===== config.mk =====
export PLATFORM = sky130hd
export DESIGN_NAME = morra_cinese
export DESIGN_NICKNAME = d
export VERILOG_FILES = /design/src/rtl/morra_pkg.sv /design/src/rtl/morra_judge.sv /design/src/rtl/morra_cinese.sv
export SDC_FILE = /design/constraint.sdc
export NUM_CORES = 1
export LEC_CHECK = 0
export CELL_PAD_IN_SITES_DETAIL_PLACEMENT = 1
export CELL_PAD_IN_SITES_GLOBAL_PLACEMENT = 2
export CORE_ASPECT_RATIO = 1.2
export CORE_MARGIN = 2
export CORE_UTILIZATION = 35
export DETAILED_ROUTE_END_ITERATION = 8
export MAX_ROUTING_LAYER = met4
export PLACE_DENSITY = 0.75
export SLEW_MARGIN = 10
export SYNTH_ARGS = -nofsm -noshare
export SYNTH_HDL_FRONTEND = slang
export SYNTH_SLANG_ARGS = --single-unit

===== constraint.sdc =====
create_clock -name clk -period 3.4 [get_ports clk]
set_clock_uncertainty 0.15 [all_clocks]
set_input_delay 0.85 -clock clk [delete_from_list [all_inputs] [get_ports clk]]
set_output_delay 0.85 -clock clk [all_outputs]
set_load 0.005 [all_outputs]

===== src/rtl/morra_pkg.sv =====
// Shared types and constants for the rock-paper-scissors (morra cinese) game controller.
// Latency: none (declarations only).
// Backpressure: not applicable.
package morra_pkg;

  // Player move encoding; NONE means the player has not shown a hand
  typedef enum logic [1:0] {
    NONE     = 2'b00,
    ROCK     = 2'b01,
    PAPER    = 2'b10,
    SCISSORS = 2'b11
  } move_t;

  // Round result codes (MANCHE); P1/P2 codes also tag the forbidden-move owner
  localparam logic [1:0] RES_INVALID = 2'b00;
  localparam logic [1:0] RES_P1      = 2'b01;
  localparam logic [1:0] RES_P2      = 2'b10;
  localparam logic [1:0] RES_TIE     = 2'b11;

  // Match result codes (PARTITA)
  localparam logic [1:0] MATCH_NONE = 2'b00;
  localparam logic [1:0] MATCH_P1   = 2'b01;
  localparam logic [1:0] MATCH_P2   = 2'b10;
  localparam logic [1:0] MATCH_TIE  = 2'b11;

  // Game controller states
  typedef enum logic [1:0] {
    IDLE = 2'b00,
    PLAY = 2'b01,
    DONE = 2'b10
  } state_t;

  // Minimum valid rounds before an early end; also the round-limit offset
  localparam int MIN_MANCHE = 4;

  // True when move a beats move b (rock > scissors > paper > rock)
  function automatic logic beats(input move_t a, input move_t b);
    return ((a == ROCK)     && (b == SCISSORS)) ||
           ((a == SCISSORS) && (b == PAPER))    ||
           ((a == PAPER)    && (b == ROCK));
  endfunction

endpackage


===== src/rtl/morra_judge.sv =====
// Judges one round: validity (missing hand, forbidden replay) and the round winner.
// Latency: purely combinational, zero cycles.
// Backpressure: none; evaluates whatever moves are presented.
module morra_judge
  import morra_pkg::*;
(
  input  move_t      p1_move,
  input  move_t      p2_move,
  input  move_t      forb_move,
  input  logic [1:0] forb_player,
  output logic       valid,
  output logic [1:0] result
);

  logic missing;
  logic p1_blocked;
  logic p2_blocked;
  logic [1:0] outcome;

  // Only the last winner is restricted, and only from the exact move it won with
  always_comb begin
    missing    = (p1_move == NONE) || (p2_move == NONE);
    p1_blocked = (forb_player == RES_P1) && (p1_move == forb_move);
    p2_blocked = (forb_player == RES_P2) && (p2_move == forb_move);

    if (p1_move == p2_move)
      outcome = RES_TIE;
    else if (beats(p1_move, p2_move))
      outcome = RES_P1;
    else
      outcome = RES_P2;

    valid  = !missing && !p1_blocked && !p2_blocked;
    result = valid ? outcome : RES_INVALID;
  end

endmodule


===== src/rtl/morra_cinese.sv =====
// Rock-paper-scissors match controller: round limit config, scoring, no-repeat rule, match end.
// Latency: one cycle; MANCHE/PARTITA are registered on the edge that samples the moves.
// Backpressure: none; inputs are consumed every cycle, INIZIO restarts from any state.
module morra_cinese
  import morra_pkg::*;
#(
  parameter int MIN_MANCHE = morra_pkg::MIN_MANCHE
) (
  input  logic       clk,
  input  logic       rst_n,
  input  logic       INIZIO,
  input  logic [1:0] PRIMO,
  input  logic [1:0] SECONDO,
  output logic [1:0] MANCHE,
  output logic [1:0] PARTITA
);

  state_t     state;
  logic [4:0] max_manche;
  logic [4:0] rounds;
  logic [4:0] wins1;
  logic [4:0] wins2;
  move_t      forb_move;
  logic [1:0] forb_player;

  logic       rnd_valid;
  logic [1:0] rnd_result;
  logic [4:0] rounds_nxt;
  logic [4:0] wins1_nxt;
  logic [4:0] wins2_nxt;
  logic       lead1;
  logic       lead2;
  logic       early_ok;
  logic       limit_hit;
  move_t      win_move;

  morra_judge u_judge (
    .p1_move     (move_t'(PRIMO)),
    .p2_move     (move_t'(SECONDO)),
    .forb_move   (forb_move),
    .forb_player (forb_player),
    .valid       (rnd_valid),
    .result      (rnd_result)
  );

  // Post-round scores and end conditions, assuming this round turns out valid
  always_comb begin
    rounds_nxt = rounds + 5'd1;
    wins1_nxt  = wins1 + {4'd0, (rnd_result == RES_P1)};
    wins2_nxt  = wins2 + {4'd0, (rnd_result == RES_P2)};
    lead1      = wins1_nxt >= (wins2_nxt + 5'd2);
    lead2      = wins2_nxt >= (wins1_nxt + 5'd2);
    early_ok   = rounds_nxt >= 5'(MIN_MANCHE);
    limit_hit  = rounds_nxt == max_manche;
    win_move   = (rnd_result == RES_P1) ? move_t'(PRIMO) : move_t'(SECONDO);
  end

  // Game FSM with counters, forbidden-move record and registered results
  always_ff @(posedge clk or negedge rst_n) begin
    if (!rst_n) begin
      state       <= IDLE;
      max_manche  <= 5'd0;
      rounds      <= 5'd0;
      wins1       <= 5'd0;
      wins2       <= 5'd0;
      forb_move   <= NONE;
      forb_player <= RES_INVALID;
      MANCHE      <= RES_INVALID;
      PARTITA     <= MATCH_NONE;
    end else if (INIZIO) begin
      state       <= PLAY;
      max_manche  <= {1'b0, PRIMO, SECONDO} + 5'(MIN_MANCHE);
      rounds      <= 5'd0;
      wins1       <= 5'd0;
      wins2       <= 5'd0;
      forb_move   <= NONE;
      forb_player <= RES_INVALID;
      MANCHE      <= RES_INVALID;
      PARTITA     <= MATCH_NONE;
    end else begin
      case (state)
        PLAY: begin
          if (!rnd_valid) begin
            MANCHE <= RES_INVALID;
          end else begin
            MANCHE <= rnd_result;
            rounds <= rounds_nxt;
            wins1  <= wins1_nxt;
            wins2  <= wins2_nxt;
            if (rnd_result == RES_TIE) begin
              forb_move   <= NONE;
              forb_player <= RES_INVALID;
            end else begin
              forb_move   <= win_move;
              forb_player <= rnd_result;
            end
            if (early_ok && (lead1 || lead2)) begin
              PARTITA <= lead1 ? MATCH_P1 : MATCH_P2;
              state   <= DONE;
            end else if (limit_hit) begin
              if (wins1_nxt > wins2_nxt)
                PARTITA <= MATCH_P1;
              else if (wins2_nxt > wins1_nxt)
                PARTITA <= MATCH_P2;
              else
                PARTITA <= MATCH_TIE;
              state <= DONE;
            end else begin
              PARTITA <= MATCH_NONE;
            end
          end
        end
        DONE: begin
          MANCHE <= RES_INVALID;
        end
        default: begin
          MANCHE  <= RES_INVALID;
          PARTITA <= MATCH_NONE;
        end
      endcase
    end
  end

endmodule


Yosys cells after proc, flatten, opt, wreduce, memory -nomap -nowiden:

Index checks and enable logic that the tools add are counted.

* register bits after elaboration: 30
* bits of input ports: 7
* logic and storage cells: 99
* bits in read-only memories: 0
* output and inout port bits: 4
* memories: 0
* memory bits (writable): 0
* bits in latches: 0

* $mul: 0
* reductions and logical operators: 23
* div/mod/pow operators: 0
* add/subtract/negate cells: 6
* bitwise operators: 0
* order comparisons: 5
* multiplexer cells: 37
* shifts and indexed selects: 0
* equality and inequality tests: 19

Operator list (count)
* 2-to-1 mux 2 bit: 26
* 2-to-1 mux 5 bit: 9
* == test 2 bit, second input constant: 8
* adder 5 x 1 -> 5 bit: 2
* adder 5 x 2 -> 5 bit, second input constant: 2
* == test 2 x 1 -> 1 bit, second input constant: 5
* >= comparator 5 bit: 2
* > comparator 5 bit: 2
* logical AND 1 bit: 8
* == test 2 bit: 3
* adder 4 x 3 -> 5 bit, second input constant: 1
* adder 5 x 1 -> 5 bit, second input constant: 1
* == test 5 bit: 1
* >= comparator 5 x 3 -> 1 bit, second input constant: 1
* zero test 2 bit: 2
* logical OR 1 bit: 4
* one-hot mux 2 bit (2 select lines): 1
* AND reduction 2 bit: 2
* nonzero test 2 bit: 2
* zero test 1 bit: 3
* != test 3 bit, second input constant: 1
* AND reduction 3 bit: 1
* nonzero test 3 bit: 1
* != test 2 bit, second input constant: 1
* 2-to-1 mux 1 bit: 1

Logic depth before layout (Yosys ltp):

Gate-level depths: netlist (run 1).

* depth after elaboration: 17
* gate-level depth with buffers: 18

By module:

From an unflattened synthesis (run 1), not the netlist that was laid out.

* cells, all modules: 224
* area total of the unflattened synthesis: 2128.3 µm²

Modules (own cells, without submodules)
* morra_cinese: times used 1, area an instance 1963.1 µm², cells each 206
* morra_judge: times used 1, area an instance 165.2 µm², cells each 18

Worst setup path after synthesis (run 1):

No wires, ideal clock.

* path kind: in2reg
* start point: input SECONDO[1]
* end point: register state[0]
* arrival time: 3955 ps
* path slack: -831 ps
* stages: 17
* path buffers: 2
* cells stage by stage: buf_2 -> or2_2 -> a21oi_1 -> or3_1 -> buf_6 -> nor3_1 -> ha_1 -> ha_1 -> xor2_1 -> nand2_1 -> nor2_1 -> xnor2_1 -> ha_1 -> nand2_1 -> o31ai_1 -> o31ai_1 -> a311o_1

* longest elaborated chain between the ends: 17
* elaborated cells between the ends (all ways): 37
* classes of those cells: add/sub (4); order compare (2); eq/ne (7); mux (7); reduce/logical (17)

RTL lines
* start, declared: RTL line morra_cinese.sv:13 `input logic [1:0] SECONDO,`
* == test 2 bit (on tied branches): RTL line morra_pkg.sv:38, morra_pkg.sv:39
* logical AND 1 bit (on tied branches): RTL line morra_pkg.sv:38, morra_pkg.sv:39
* logical OR 1 bit: RTL line morra_pkg.sv:38 `return ((a == ROCK) && (b == SCISSORS)) ||`
* logical OR 1 bit: RTL line morra_pkg.sv:39 `((a == SCISSORS) && (b == PAPER)) ||`
* 2-to-1 mux 2 bit: RTL line morra_judge.sv:28 `else if (beats(p1_move, p2_move))`
* 2-to-1 mux 2 bit: RTL line morra_judge.sv:26 `if (p1_move == p2_move)`
* 2-to-1 mux 2 bit: RTL line morra_judge.sv:34 `result = valid ? outcome : RES_INVALID;`
* == test 2 bit / == test 2 x 1 -> 1 bit (equally long branches): RTL line morra_cinese.sv:50, morra_cinese.sv:49
* adder 5 x 1 -> 5 bit (on tied branches): RTL line morra_cinese.sv:50, morra_cinese.sv:49
* adder 5 x 2 -> 5 bit (on tied branches): RTL line morra_cinese.sv:51, morra_cinese.sv:52
* >= comparator 5 bit (on tied branches): RTL line morra_cinese.sv:51, morra_cinese.sv:52
* logical OR 1 bit: RTL line morra_cinese.sv:97 `if (early_ok && (lead1 || lead2)) begin`
* logical AND 1 bit: RTL line morra_cinese.sv:97
* 2-to-1 mux 2 bit: RTL line morra_cinese.sv:97
* 2-to-1 mux 2 bit: RTL line morra_cinese.sv:83 `if (!rnd_valid) begin`
* 2-to-1 mux 2 bit: RTL line morra_cinese.sv:81 `case (state)`
* 2-to-1 mux 2 bit: RTL line morra_cinese.sv:70 `end else if (INIZIO) begin`
* end signal, assigned: RTL line morra_cinese.sv:71 `state <= PLAY;`
* end signal, assigned: RTL line morra_cinese.sv:99 `state <= DONE;`
* end signal, assigned: RTL line morra_cinese.sv:107 `state <= DONE;`
* end, declared: RTL line morra_cinese.sv:18 `state_t state;`

Several ways; a longest one is shown, not always the timed one. The select of a mux whose other input is x is not followed.
A chain may end at the register's enable or synchronous reset.

Final worst setup path (run 1):

* start point: input PRIMO[1]
* end point: register state[0]

* longest elaborated chain between the ends: 17
* elaborated cells between the ends (all ways): 37
* classes of those cells: add/sub (4); order compare (2); eq/ne (7); mux (7); reduce/logical (17)

RTL lines
* start, declared: RTL line morra_cinese.sv:12 `input logic [1:0] PRIMO,`
* == test 2 x 1 -> 1 bit / == test 2 bit (equally long branches): RTL line morra_pkg.sv:38, morra_pkg.sv:39
* logical AND 1 bit (on tied branches): RTL line morra_pkg.sv:38, morra_pkg.sv:39
* logical OR 1 bit: RTL line morra_pkg.sv:38
* logical OR 1 bit: RTL line morra_pkg.sv:39
* 2-to-1 mux 2 bit: RTL line morra_judge.sv:28
* 2-to-1 mux 2 bit: RTL line morra_judge.sv:26
* 2-to-1 mux 2 bit: RTL line morra_judge.sv:34
* == test 2 bit / == test 2 x 1 -> 1 bit (equally long branches): RTL line morra_cinese.sv:50, morra_cinese.sv:49
* adder 5 x 1 -> 5 bit (on tied branches): RTL line morra_cinese.sv:50, morra_cinese.sv:49
* adder 5 x 2 -> 5 bit (on tied branches): RTL line morra_cinese.sv:51, morra_cinese.sv:52
* >= comparator 5 bit (on tied branches): RTL line morra_cinese.sv:51, morra_cinese.sv:52
* logical OR 1 bit: RTL line morra_cinese.sv:97
* logical AND 1 bit: RTL line morra_cinese.sv:97
* 2-to-1 mux 2 bit: RTL line morra_cinese.sv:97
* 2-to-1 mux 2 bit: RTL line morra_cinese.sv:83
* 2-to-1 mux 2 bit: RTL line morra_cinese.sv:81
* 2-to-1 mux 2 bit: RTL line morra_cinese.sv:70

Several ways; a longest one is shown, not always the timed one. The select of a mux whose other input is x is not followed.

==> summary.txt, run 1 <==
Diodes inserted - 0
Area after DPL - 2874 sq um
Synthesis-stage register bit count - 30
ANT nets after route - 0
CP Launch Type - input port
Clock buffer count from CTS - 5
Avg WL per Cell - 15.17 microns
Syn_nets - 255
Number of synthesized flops with an enable pin - 0
Clk slew on worst S/H paths - 70 ps
Root buf cell - clkbuf_8
Relative slew slack - 0.6042
Crit end category - register
DR iter-0 viols - 31
GRT overflow - 0
M1 GR Usage - 0.1994
CTS H-tree lvls - 2
Hold-fix buffers at CTS - 0
Post-synthesis cell area - 2221 sq um
Layout cells sized above 1 - 0.4286
M3 GR Usage - 0.02386
Pwr dens - 319.9 nW/um^2
Clock sinks - 30
Async S/R FF share, synth - 1.000
Fin crit period - 3837 ps
Period utilization - 1.129
Die Area - 7001 sq um
Max Clk Rate - 260.6 MHz
NumNets Final - 314
Initial antenna violation count - 0
Most frequent cells in the layout - buf_4, dfrtp_1, nor2_1
TritonRoute pass-1 iters - 4
Placed wire-length estimate - 4.377 mm
Critical path fanouts, max - 4
Placement Rows - 31
Unrepaired setup endpoints after global routing - true
Commonest non-fill, non-tap cell in the layout - buf_4
Cells after Synth - 228
Fillers - 683
Post-synthesis sequential area ratio - 0.3380
Max-Cap Viols - 0
Placeable core area - 6090 sq um
Final-report hold violation count - 0
Critical Path AT - 3860 ps
Peak VDD IR - 190.7 uV
GRT Resource Usage Total - 0.1737
IO Port Bufs - 10
Worst endpoint required time - 3420 ps
Endpoints failing setup - 4
Worst-Margin Slew - 590.9 ps
Yosys cell types - 47
Die W - 76.72 microns
First-pass GRT wire length - 9.356 mm
Final instance area - 3183 sq um
Vias - 1834
M2 GR Usage - 0.3114
Violated checks - negative setup slack
CTS tree - built
Outcome - finished, violations left
Later-pin clock latency in the skew report - 280 ps
Worst Setup Path Type - input port to register
Grt peak-use layer - met2
Vias in the first global route - 1999
I/O pins - 11
Syn Area/Cell - 9.741 sq um
Main synth FF type - dfrtp_1
CTS max path bufs - 2
Worst Hold Class - register to register
Die height - 91.26 microns
Pwr Total - 1.018 mW
Pin count of the biggest net entering global routing - 31
Vias per cell - 4.970
Final Max Tran Viols - 0
Layout area overhead - 43.32%
PnR worst setup slack - -437.4 ps
Starting density of the core - 0.3647
WL final - 5.597 mm
Drc violations - 0
Yosys Warn Count - 0
Final RePlAce weighted congestion - 0.9298
Fin util - 0.5227
Leak - 1.401 nW
==> registers in the layout, summed over array words and instances (netlist names) <==
name and count:
MANCHE 2, PARTITA 2, forb_move 2, forb_player 2, max_manche 5, rounds 5, state 2, wins1 5
wins2 5
==> kinds of logic after synthesis <==
family	after synthesis	synth area share
adders and majority gates	22	0.1223
AOI/OAI and AO/OA	27	0.08620
muxes	18	0.08394
buffers and inverters	22	0.04619
xor gates and xnor gates	35	0.1414
DFF	30	0.3380
and+or+nand+nor	74	0.1820
==> layer usage <==
layer | vias up | wire [microns] | share of wire
li1 | 899 | - | -
met1 | 913 | 2396 | 0.43
met2 | 17 | 3022 | 0.54
met3 | 5 | 103 | 0.018
met4 | 0 | 75 | 0.013
met5 | - | 0 | 0
==> critical path: stages <==
cell and delay (ps):
buf_8 110, xnor2_1 120, a41o_1 240, or3_4 370, nor3_4 130, ha_2 220
ha_4 170, xor2_4 170, nand2_2 100, nor2_2 130, xnor2_1 70, ha_1 320
nand2_2 100, o31ai_4 330, o31ai_4 120, a311o_1 300
==> cells in the mapped netlist (all sizes together), types with 3 or more instances <==
cell    count  share of area
xnor2      24          0.098
ha         20           0.11
a31oi       3         0.0085
nand2       9          0.015
dfrtp      30           0.34
buf         5          0.017
a21oi       8          0.020
mux2i      13          0.059
nand3       7          0.016
nand2b      6          0.017
nor2       29          0.049
nor3        9          0.034
xor2       11          0.043
nor2b       3         0.0085
inv        11          0.019
mux2        5          0.025
clkbuf      6          0.011
==> layout make-up <==
type / count / area (sq um) / share of cell area
repair buffers: 63 / 510.5 / 0.1604
multi-input cells: 176 / 1682 / 0.5283
inverters: 11 / 58.81 / 0.01847
clock buffers: 5 / 68.82 / 0.02162
flip-flops and latches: 30 / 750.7 / 0.2358
clock inverters: 2 / 10.01 / 0.003145
well taps: 82 / 102.6 / 0.03223
==> through the flow <==
step / worst slack [ps] / instances / hold WS [ps] / TNS, ps
6_report: -437.4 / 369 / 353.7 / -1599
5_1_grt: -585.2 / 369 / 368.2 / -2163
4_1_cts: -603.0 / 367 / 352.3 / -2087
3_5_place_dp: -1433 / 356 / 336.0 / -7396
3_3_place_gp: -1387 / 356 / 329.2 / -6793
2_1_floorplan: -558.5 / 228 / 329.4 / -2116
==> report_power, final <==
group / total [mW] / leakage [nW] / switching, mW / internal [mW]
Sequential: 0.407 / 0.398 / 0.0264 / 0.381
Combinational: 0.338 / 0.960 / 0.165 / 0.173
Clock: 0.272 / 0.0438 / 0.135 / 0.137
==> timing repair <==
item | in CTS | in global routing
buffers inserted | 4 | 3
pin swaps | 19 | 20
setup endpoints to repair | 7 | 4
hold endpoints to repair | 0 | 0
resized for setup | 31 | 25
==> path summary, 6_finish.rpt <==
check	from	slack, ps	to	depth (start not counted)
max in group asynchronous	rst_n	1990	wins2[3]	2
worst max register to register	forb_move[1]	-180	state[0]	15
min in group asynchronous	rst_n	820	forb_player[1]	2
worst max-delay path	PRIMO[1]	-440	state[0]	16
worst min register to register	PARTITA[1]	350	PARTITA[1]	1
worst min-delay path	PARTITA[1]	350	PARTITA[1]	1
Power figures use the tool's default switching activity.
==> run 2, diff against run 1 <==
--- a/config.mk
+++ b/config.mk
@@ -13,6 +13,7 @@
 export DETAILED_ROUTE_END_ITERATION = 8
 export MAX_ROUTING_LAYER = met4
 export PLACE_DENSITY = 0.75
+export RECOVER_POWER = 25
 export SLEW_MARGIN = 10
 export SYNTH_ARGS = -nofsm -noshare
 export SYNTH_HDL_FRONTEND = slang
==> run 2 against run 1 <==
The run ends with max-capacitance violations, max-slew violations, negative setup slack left. Die area stayed put. Sequential power is essentially flat. Final cell count stayed put. Global-route usage is the same. Maximum frequency barely moved. Routed wire length is essentially flat. First-iteration DRC count decreased by 3.2%. Setup slack got worse by 0.60 ps. Non-clock buffer count unchanged. Clock power hardly changed. Critical path type unchanged.
==> summary.txt, run 2 (synthesis gave the netlist of run 1 again) <==
Outcome - finished, violations left
Violated checks - max-capacitance violations, max-slew violations, negative setup slack
M2 GR Usage - 0.3114
M3 GR Usage - 0.02386
CP Launch Type - input port
Avg WL per Cell - 15.16 microns
Leak - 1.398 nW
Worst endpoint required time - 3420 ps
Crit path cell chain - buf_8, xnor2_1, a41o_1, or3_4, nor3_4, ha_2, ha_4, xor2_4, nand2_2, nor2_2, xnor2_1, ha_1, nand2_2, o31ai_4, o31ai_4, a311o_1
Die height - 91.26 microns
Starting density of the core - 0.3647
Pint - 0.6907 mW
ANT nets after route - 0
Worst-Margin Slew - 1683 ps
Fin crit period - 3838 ps
TritonRoute pass-1 iters - 4
Initial antenna violation count - 0
Fillers - 684
Endpoints failing setup - 4
Clock sinks - 30
Crit end category - register
PnR worst setup slack - -438.0 ps
Vias per cell - 4.962
Vias - 1831
DR iter-0 viols - 30
Critical path's top delay family - compound AO/OA/AOI/OAI gates
GRT overflow - 0
Placement Rows - 31
NumNets Final - 314
Layout area overhead - 43.15%
Pin count of the biggest net entering global routing - 31
Post-route insts no fill - 369
Max-Cap Viols - 1
Peak VDD IR - 190.7 uV
Placed wire-length estimate - 4.377 mm
Grt peak-use layer - met2
Period utilization - 1.129
Final RePlAce weighted congestion - 0.9298
Root buf cell - clkbuf_8
Final Max Tran Viols - 31
CTS max path bufs - 2
I/O pins - 11
Hold-fix buffers at CTS - 0
Placeable core area - 6090 sq um
Unrepaired setup endpoints after global routing - true
Pwr Total - 1.017 mW
Layout cells sized above 1 - 0.4251
WL final - 5.594 mm
Clock buffer count from CTS - 5
Hold Path Depth - 1
Most frequent cells in the layout - buf_4, dfrtp_1, nor2_1
Clk slew on worst S/H paths - 70 ps
Worst Setup Path Type - input port to register
Logic pwr share - 0.332
Die Area - 7001 sq um
Slowest cell on crit path - or3_4
Dpl cells - 356
Vias in the first global route - 1999
Final hold slack - 353.8 ps
M1 GR Usage - 0.1994
Worst slack, placed - -1433 ps
Drc violations - 0
CTS tree - built
Critical Path AT - 3860 ps
First-pass GRT wire length - 9.356 mm
Die W - 76.72 microns
WP buf/inv - 1
GRT Resource Usage Total - 0.1737
IO Port Bufs - 10
Critical path fanouts, max - 4
Reg2Reg Depth - 15
Diodes inserted - 0
Sequential power share - 0.400
Max Clk Rate - 260.6 MHz
Later-pin clock latency in the skew report - 280 ps
Crit. path cell count - 16
Pwr dens - 320.0 nW/um^2
Clock power share - 0.268
Fin util - 0.5221
Switching pwr - 0.3268 mW
CP max stage delay - 370 ps
CTS H-tree lvls - 2
Final-report hold violation count - 0
Net Sw Frac - 0.3212
Worst Hold Class - register to register
Commonest non-fill, non-tap cell in the layout - buf_4
Relative slew slack - -0.1219
[run 2: power by group through the flow]
stage | Combinational, mW | Clock [mW] | Sequential [mW]
2_1_floorplan | 0.192 | 0 | 0.407
6_report | 0.338 | 0.272 | 0.407
3_3_place_gp | 0.305 | 0 | 0.414
4_1_cts | 0.327 | 0.285 | 0.407
5_1_grt | 0.370 | 0.297 | 0.413
3_5_place_dp | 0.311 | 0 | 0.414
[run 2: per-layer routing]
metal / part of all wire / vias up / wire, microns
met5: 0 / - / 0
li1: - / 899 / -
met2: 0.54 / 11 / 3024
met1: 0.43 / 916 / 2423
met4: 0.013 / 0 / 75
met3: 0.013 / 5 / 71
[run 2: worst paths after layout]
path | start | to | slack, ps
worst max-delay path | PRIMO[1] | state[0] | -440
worst min-delay path | PARTITA[1] | PARTITA[1] | 350
worst max register to register | forb_move[1] | state[0] | -180
worst min register to register | PARTITA[1] | PARTITA[1] | 350
max in group asynchronous | rst_n | wins2[3] | 740
min in group asynchronous | rst_n | forb_player[1] | 1390
[run 2: what timing repair did]
item / 4_1_cts / 5_1_grt
gates resized for setup: 31 / 25
cloned: 0 / 0
endpoints found under the setup margin: 7 / 4
buffers inserted: 4 / 3
pin swaps: 19 / 20
[run 2: metrics by stage]
step	instance area [sq um]	setup TNS, ps
after floorplan	2384	-2116
after global placement	2874	-6793
after detailed placement	2874	-7396
after CTS	3072	-2087
after global routing	3179	-2163
final	3179	-1602
[run 2: area by class of cell]
| type | instances | area (sq um) | area share |
|---|---|---|---|
| sequential | 30 | 750.7 | 0.2361 |
| clock buffer | 5 | 68.82 | 0.02165 |
| inverter | 11 | 58.81 | 0.01850 |
| timing repair buffer | 63 | 506.7 | 0.1594 |
| multi-input combinational | 176 | 1682 | 0.5289 |
| tap | 82 | 102.6 | 0.03227 |
| clock inverter | 2 | 10.01 | 0.003148 |
[run 2: worst register-to-register path: cells and delay by family, from the launching register on]
family                   cells  cell delay [ps]
AO/OA/AOI/OAI                4              990
XOR/XNOR                     3              380
adder cells (fa/ha/maj)      3              710
flip-flops                   1              400
AND/OR/NAND/NOR              5              830
